**src/rtl/ycbcr_to_rgb.sv**
```systemverilog
// YCbCr to RGB converter: 3-stage valid/ready pipeline with clamped output.
// Define YCBCR_TO_RGB_STUDIO_RANGE_EN for studio-range (16..235) input.
module ycbcr_to_rgb (
    input  logic       clk,
    input  logic       rst_n,
    input  logic       valid_i,
    output logic       ready_o,
    input  logic [7:0] y_data_i,
    input  logic [7:0] cb_data_i,
    input  logic [7:0] cr_data_i,
    input  logic [1:0] status_i,
    output logic       valid_o,
    input  logic       ready_i,
    output logic [7:0] r_data_o,
    output logic [7:0] g_data_o,
    output logic [7:0] b_data_o,
    output logic [1:0] status_o
);

`ifdef YCBCR_TO_RGB_STUDIO_RANGE_EN
    localparam logic signed [8:0]  YOFF = 9'sd16;
    localparam logic signed [19:0] KY   = 20'sd298;
    localparam logic signed [19:0] KRCR = 20'sd409;
    localparam logic signed [19:0] KGCB = 20'sd100;
    localparam logic signed [19:0] KGCR = 20'sd208;
    localparam logic signed [19:0] KBCB = 20'sd516;
`else
    localparam logic signed [8:0]  YOFF = 9'sd0;
    localparam logic signed [19:0] KY   = 20'sd256;
    localparam logic signed [19:0] KRCR = 20'sd359;
    localparam logic signed [19:0] KGCB = 20'sd88;
    localparam logic signed [19:0] KGCR = 20'sd183;
    localparam logic signed [19:0] KBCB = 20'sd454;
`endif
    localparam logic signed [19:0] RND = 20'sd128;

    logic en;

    logic              v1_q, v2_q, v3_q;
    logic signed [8:0] y1_q, cb1_q, cr1_q;
    logic signed [8:0] y1_d, cb1_d, cr1_d;
    logic [1:0]        st1_q, st2_q, st3_q;

    logic signed [19:0] rs2_q, gs2_q, bs2_q;
    logic signed [19:0] rs2_d, gs2_d, bs2_d;

    logic [7:0] r3_q, g3_q, b3_q;

    function automatic logic signed [19:0] sx(input logic signed [8:0] a);
        return {{11{a[8]}}, a};
    endfunction

    function automatic logic [7:0] clamp8(input logic signed [19:0] x);
        logic signed [19:0] sh;
        sh = x >>> 8;
        if (sh < 20'sd0)
            return 8'd0;
        else if (sh > 20'sd255)
            return 8'd255;
        else
            return sh[7:0];
    endfunction

    // A stalled output holds the whole pipe; no bubble squeezing.
    assign en      = !v3_q | ready_i;
    assign ready_o = en;

    assign y1_d  = $signed({1'b0, y_data_i}) - YOFF;
    assign cb1_d = $signed({1'b0, cb_data_i}) - 9'sd128;
    assign cr1_d = $signed({1'b0, cr_data_i}) - 9'sd128;

    assign rs2_d = KY * sx(y1_q) + KRCR * sx(cr1_q) + RND;
    assign gs2_d = KY * sx(y1_q) - KGCB * sx(cb1_q)
                 - KGCR * sx(cr1_q) + RND;
    assign bs2_d = KY * sx(y1_q) + KBCB * sx(cb1_q) + RND;

    always_ff @(posedge clk or negedge rst_n) begin
        if (!rst_n) begin
            v1_q  <= 1'b0;
            v2_q  <= 1'b0;
            v3_q  <= 1'b0;
            y1_q  <= '0;
            cb1_q <= '0;
            cr1_q <= '0;
            st1_q <= '0;
            rs2_q <= '0;
            gs2_q <= '0;
            bs2_q <= '0;
            st2_q <= '0;
            r3_q  <= '0;
            g3_q  <= '0;
            b3_q  <= '0;
            st3_q <= '0;
        end else if (en) begin
            v1_q <= valid_i;
            v2_q <= v1_q;
            v3_q <= v2_q;
            if (valid_i) begin
                y1_q  <= y1_d;
                cb1_q <= cb1_d;
                cr1_q <= cr1_d;
                st1_q <= status_i;
            end
            if (v1_q) begin
                rs2_q <= rs2_d;
                gs2_q <= gs2_d;
                bs2_q <= bs2_d;
                st2_q <= st1_q;
            end
            if (v2_q) begin
                r3_q  <= clamp8(rs2_q);
                g3_q  <= clamp8(gs2_q);
                b3_q  <= clamp8(bs2_q);
                st3_q <= st2_q;
            end
        end
    end

    assign valid_o  = v3_q;
    assign r_data_o = r3_q;
    assign g_data_o = g3_q;
    assign b_data_o = b3_q;
    assign status_o = st3_q;

endmodule

```
**config.mk**
```make
export PLATFORM = sky130hd
export DESIGN_NAME = ycbcr_to_rgb
export DESIGN_NICKNAME = d
export VERILOG_FILES = /design/src/rtl/ycbcr_to_rgb.sv
export SDC_FILE = /design/constraint.sdc
export NUM_CORES = 1
export LEC_CHECK = 0
export BUFFER_PORTS_ARGS = -buffer_cell sky130_fd_sc_hd__buf_2
export CORE_MARGIN = 2
export CORE_UTILIZATION = 44
export DETAILED_ROUTE_END_ITERATION = 6
export HOLD_SLACK_MARGIN = 0.06
export SYNTH_ARGS = -nofsm -noshare
export SYNTH_HDL_FRONTEND = slang
export SYNTH_SLANG_ARGS = --single-unit
```
**constraint.sdc**
```tcl
create_clock -name clk -period 16.4 [get_ports clk]
set_input_delay 1.64 -clock clk [delete_from_list [all_inputs] [get_ports clk]]
set_output_delay 1.64 -clock clk [all_outputs]
set_load 0.01 [all_outputs]
```
==> results.txt <==
----------------------------------------------------
[STA]
  Final Critical Period ... 6473 ps
  Slew headroom ... 38.46%
  Final-report hold violation count ... 0
  Setup-violating endpoint count in the final report ... 0
  Unrepaired setup endpoints after global routing ... no
  Slew @ Worst Pin ... 923.2 ps
  Part of the cycle the worst path needs ... 39.47%
  Clock skew ... approximately 8.6 ps
  Fmax ... between 150 and 200 MHz
  Count of final max-slew check failures ... 0
  Final hold slack ... ~470 ps
  Setup total negative slack ... 0 ps

[Clock network]
  Number of buffers inserted by post-CTS setup repair ... 0
  Maximum buffer depth of the clock tree ... 2
  Hold bufs inserted after CTS ... 0
  Clock tree from TritonCTS ... done
  Reg clk slew, reported paths ... around 70 ps
  Clock buffer count from CTS ... 9
  Clock root buffer ... sky130_fd_sc_hd__clkbuf_16
  Clk sinks ... 93
  H-Tree Depth ... 3
  Clock latency on the worst-skew pair ... 350 ps
  Number of gates resized after CTS ... 0

[Synth]
  Xor and xnor fraction of the mapped netlist area ... 5.416%
  Share of synthesized cell area in and, or, nand and nor gates ... 7.002%
  Net count after synthesis ... approximately 1300
  Ys async rst share ... 100.0%
  Number of synthesized flops with an enable pin ... 0
  Sequential area share after synthesis ... 23.59%
  Synthesized cell area ... approximately 10000 um^2
  Distinct cells, synth ... 50
  Synth Area per Inst ... slightly below 10 um^2
  Fraction of post-synthesis cell area in the top cell type by area ... 23.59%
  Number of synthesized register bits ... 93
  Area share of fa/ha/maj cells after synthesis ... 41.17%
  Library cell occupying the most area in the post-synthesis netlist ... sky130_fd_sc_hd__dfrtp_1
  Multiplexer fraction of the synthesized cell area ... 3.196%
  Top cells by area, synth ... sky130_fd_sc_hd__dfrtp_1, sky130_fd_sc_hd__ha_1, sky130_fd_sc_hd__fa_1
  Gate count of the mapped netlist ... 1014
  Area fraction in compound gates after synthesis ... 10.78%
  YS warnings ... 0
  Main combinational cell family by area after synthesis ... adder cells
  Leading register cell type out of synthesis ... sky130_fd_sc_hd__dfrtp_1

[Worst setup path]
  Arrival time of the worst setup path ... 6690 ps
  Type of origin of the critical path ... flop
  Crit. End Element ... flop
  Setup Crit Path Kind ... flop to flop
  Required time of the critical path ... 16620 ps
  Worst-path fanout max ... 8

[Layout]
  Share of the core filled with cells ... 49.07%
  Most common library cell in the layout ignoring fill and taps ... sky130_fd_sc_hd__inv_1
  Area overhead of the layout relative to synthesis ... 8.892%
  Share of layout cells above drive strength 1 ... between 10% and 20%
  Most frequent cells in the layout ... sky130_fd_sc_hd__inv_1, sky130_fd_sc_hd__ha_1, sky130_fd_sc_hd__dfrtp_1, sky130_fd_sc_hd__fa_1, sky130_fd_sc_hd__nand2_1
  Number of nets in the layout ... 1361
  Number of antenna cells inserted ... 0
  Filler Cells Inserted ... 2116

[Routing]
  Vias per Instance ... about 4.8
  Wire length per cell after detailed routing ... 14.00 um
  Antenna Violating Nets Remaining ... 0
  Residual DRC ... 0
  Via count of the routed design ... 6484
  Number of iterations in the first detailed-routing pass ... 4
  First-iteration detailed-routing DRC count ... 234
  Sum of routed wire length over all layers ... 18.85 mm

[Global route]
  Wire length of the first global-routing pass ... 32.55 mm
  GRT Residual Overflow ... 0
  Vias in the first global route ... roughly 6600
  Antenna violations before repair ... 0
  Total routing usage reported by global routing ... 16.99%
  Largest net degree at the start of global routing ... 76

[Placed design]
  RD Place Congestion ... 0.8389
  Estimated wirelength of the detail-placed design ... roughly 16 mm
  Port Buffers ... 57

[Flow run]
  Number of maximum-capacitance violations ... 0

[Outcome]
  Result of the run ... completed

[Floorplan]
  Effective utilization at floorplan ... between 40 and 50%
  IO Pins ... just under 60
  Die Width ... 153.7 um
  Die footprint ... 23630 um^2
  Row count ... 54
  Core Box Area ... about 22000 um^2
  Vertical extent of the die ... 153.7 um

[Min path]
  Class of the worst hold path ... flop to flop

----------------------------------------------------
==> cells in the mapped netlist, drive strengths merged (2+ instances only) <==
master and count:
inv 207, ha 179, dfrtp 93, fa 91
nand2 87, o21ai 55, nor2 49, a21oi 35
xnor2 34, mux2 28, o31ai 27, xor2 27
clkbuf 17, a21o 13, o21a 9, buf 8
or2 6, a31oi 5, nor2b 5, o21bai 5
a31o 3, nor3 3, or3 3, a211oi 2
a21boi 2, nand2b 2, nand4b 2
==> state kept, by name, summed over array words and instances, names as in the netlist, 2 cells and up <==
signal    cells
gs2_q        12
b_data_o      8
cb1_q         8
st2_q         2
r_data_o      8
bs2_q        12
cr1_q         8
rs2_q        12
g_data_o      8
status_o      2
y1_q          8
st1_q         2
==> layout make-up <==
cell class / instances / area, um^2 / area share [%]
inverter: 207 / 777.0 / 7.234
timing repair buffer: 61 / 317.8 / 2.959
clock buffer: 9 / 225.2 / 2.097
clock inverter: 7 / 76.32 / 0.7105
tap: 280 / 350.3 / 3.261
sequential: 93 / 2327 / 21.67
multi-input combinational: 689 / 6668 / 62.07
==> worst max-delay path: stages, from the launching register on <==
cell and delay (ps):
sky130_fd_sc_hd__dfrtp_1 500, sky130_fd_sc_hd__ha_1 360, sky130_fd_sc_hd__fa_1 460, sky130_fd_sc_hd__ha_1 350
sky130_fd_sc_hd__a21o_1 180, sky130_fd_sc_hd__a21oi_1 210, sky130_fd_sc_hd__inv_1 60, sky130_fd_sc_hd__a21oi_1 170
sky130_fd_sc_hd__nor2b_1 60, sky130_fd_sc_hd__nor2_1 120, sky130_fd_sc_hd__xnor2_1 130, sky130_fd_sc_hd__ha_1 250
sky130_fd_sc_hd__ha_1 290, sky130_fd_sc_hd__inv_1 50, sky130_fd_sc_hd__fa_1 500, sky130_fd_sc_hd__fa_1 540
sky130_fd_sc_hd__inv_1 50, sky130_fd_sc_hd__fa_1 520, sky130_fd_sc_hd__inv_1 40, sky130_fd_sc_hd__ha_1 350
sky130_fd_sc_hd__a21o_1 180, sky130_fd_sc_hd__a21oi_1 130, sky130_fd_sc_hd__o21ai_0 130, sky130_fd_sc_hd__a31oi_4 220
sky130_fd_sc_hd__a21oi_2 100, sky130_fd_sc_hd__a21oi_2 170, sky130_fd_sc_hd__xnor2_1 130, sky130_fd_sc_hd__o21ai_1 70
==> path summary, 6_finish.rpt <==
| kind | from | endpoint | slack, ps | cells past startpoint |
|---|---|---|---|---|
| hold / removal | b_data_o[1] | b_data_o[1] | 470 | 2 |
| min in group asynchronous | rst_n | y1_q[0] | 1160 | 1 |
| setup / recovery | cb1_q[1] | gs2_q[18] | 9930 | 27 |
| max in group asynchronous | rst_n | gs2_q[8] | 14030 | 2 |
| setup reg to reg | cb1_q[1] | gs2_q[18] | 9930 | 27 |
| hold reg to reg | b_data_o[1] | b_data_o[1] | 470 | 2 |
==> cells by family (layout without fill, tap and decap cells) <==
logic type      after synthesis  after routing
buf+inv                     232            284
mux                          28             28
simple gates                164            164
compound gates              166            166
fa+ha+maj                   270            270
flops                        93             93
xor+xnor                     61             61
==> stage by stage <==
stage,setup slack [ps],area (um^2),cells
after floorplan,10240,9864,1014
final,9927,10740,1346
after global placement,9970,10440,1330
after CTS,9871,10740,1346
after detailed placement,9925,10440,1330
after global routing,9297,10740,1346
==> routing by layer <==
layer	wire [um]	part of all wire, %	global-route usage [%]
met3	578	3.1	2.537
met1	9811	52	25.29
met5	0	0	0
met4	206	1.1	3.277
met2	8253	44	26.54
Power is not shown: default switching activity piles up to over one toggle a cycle in this logic, so the estimate is an artifact.
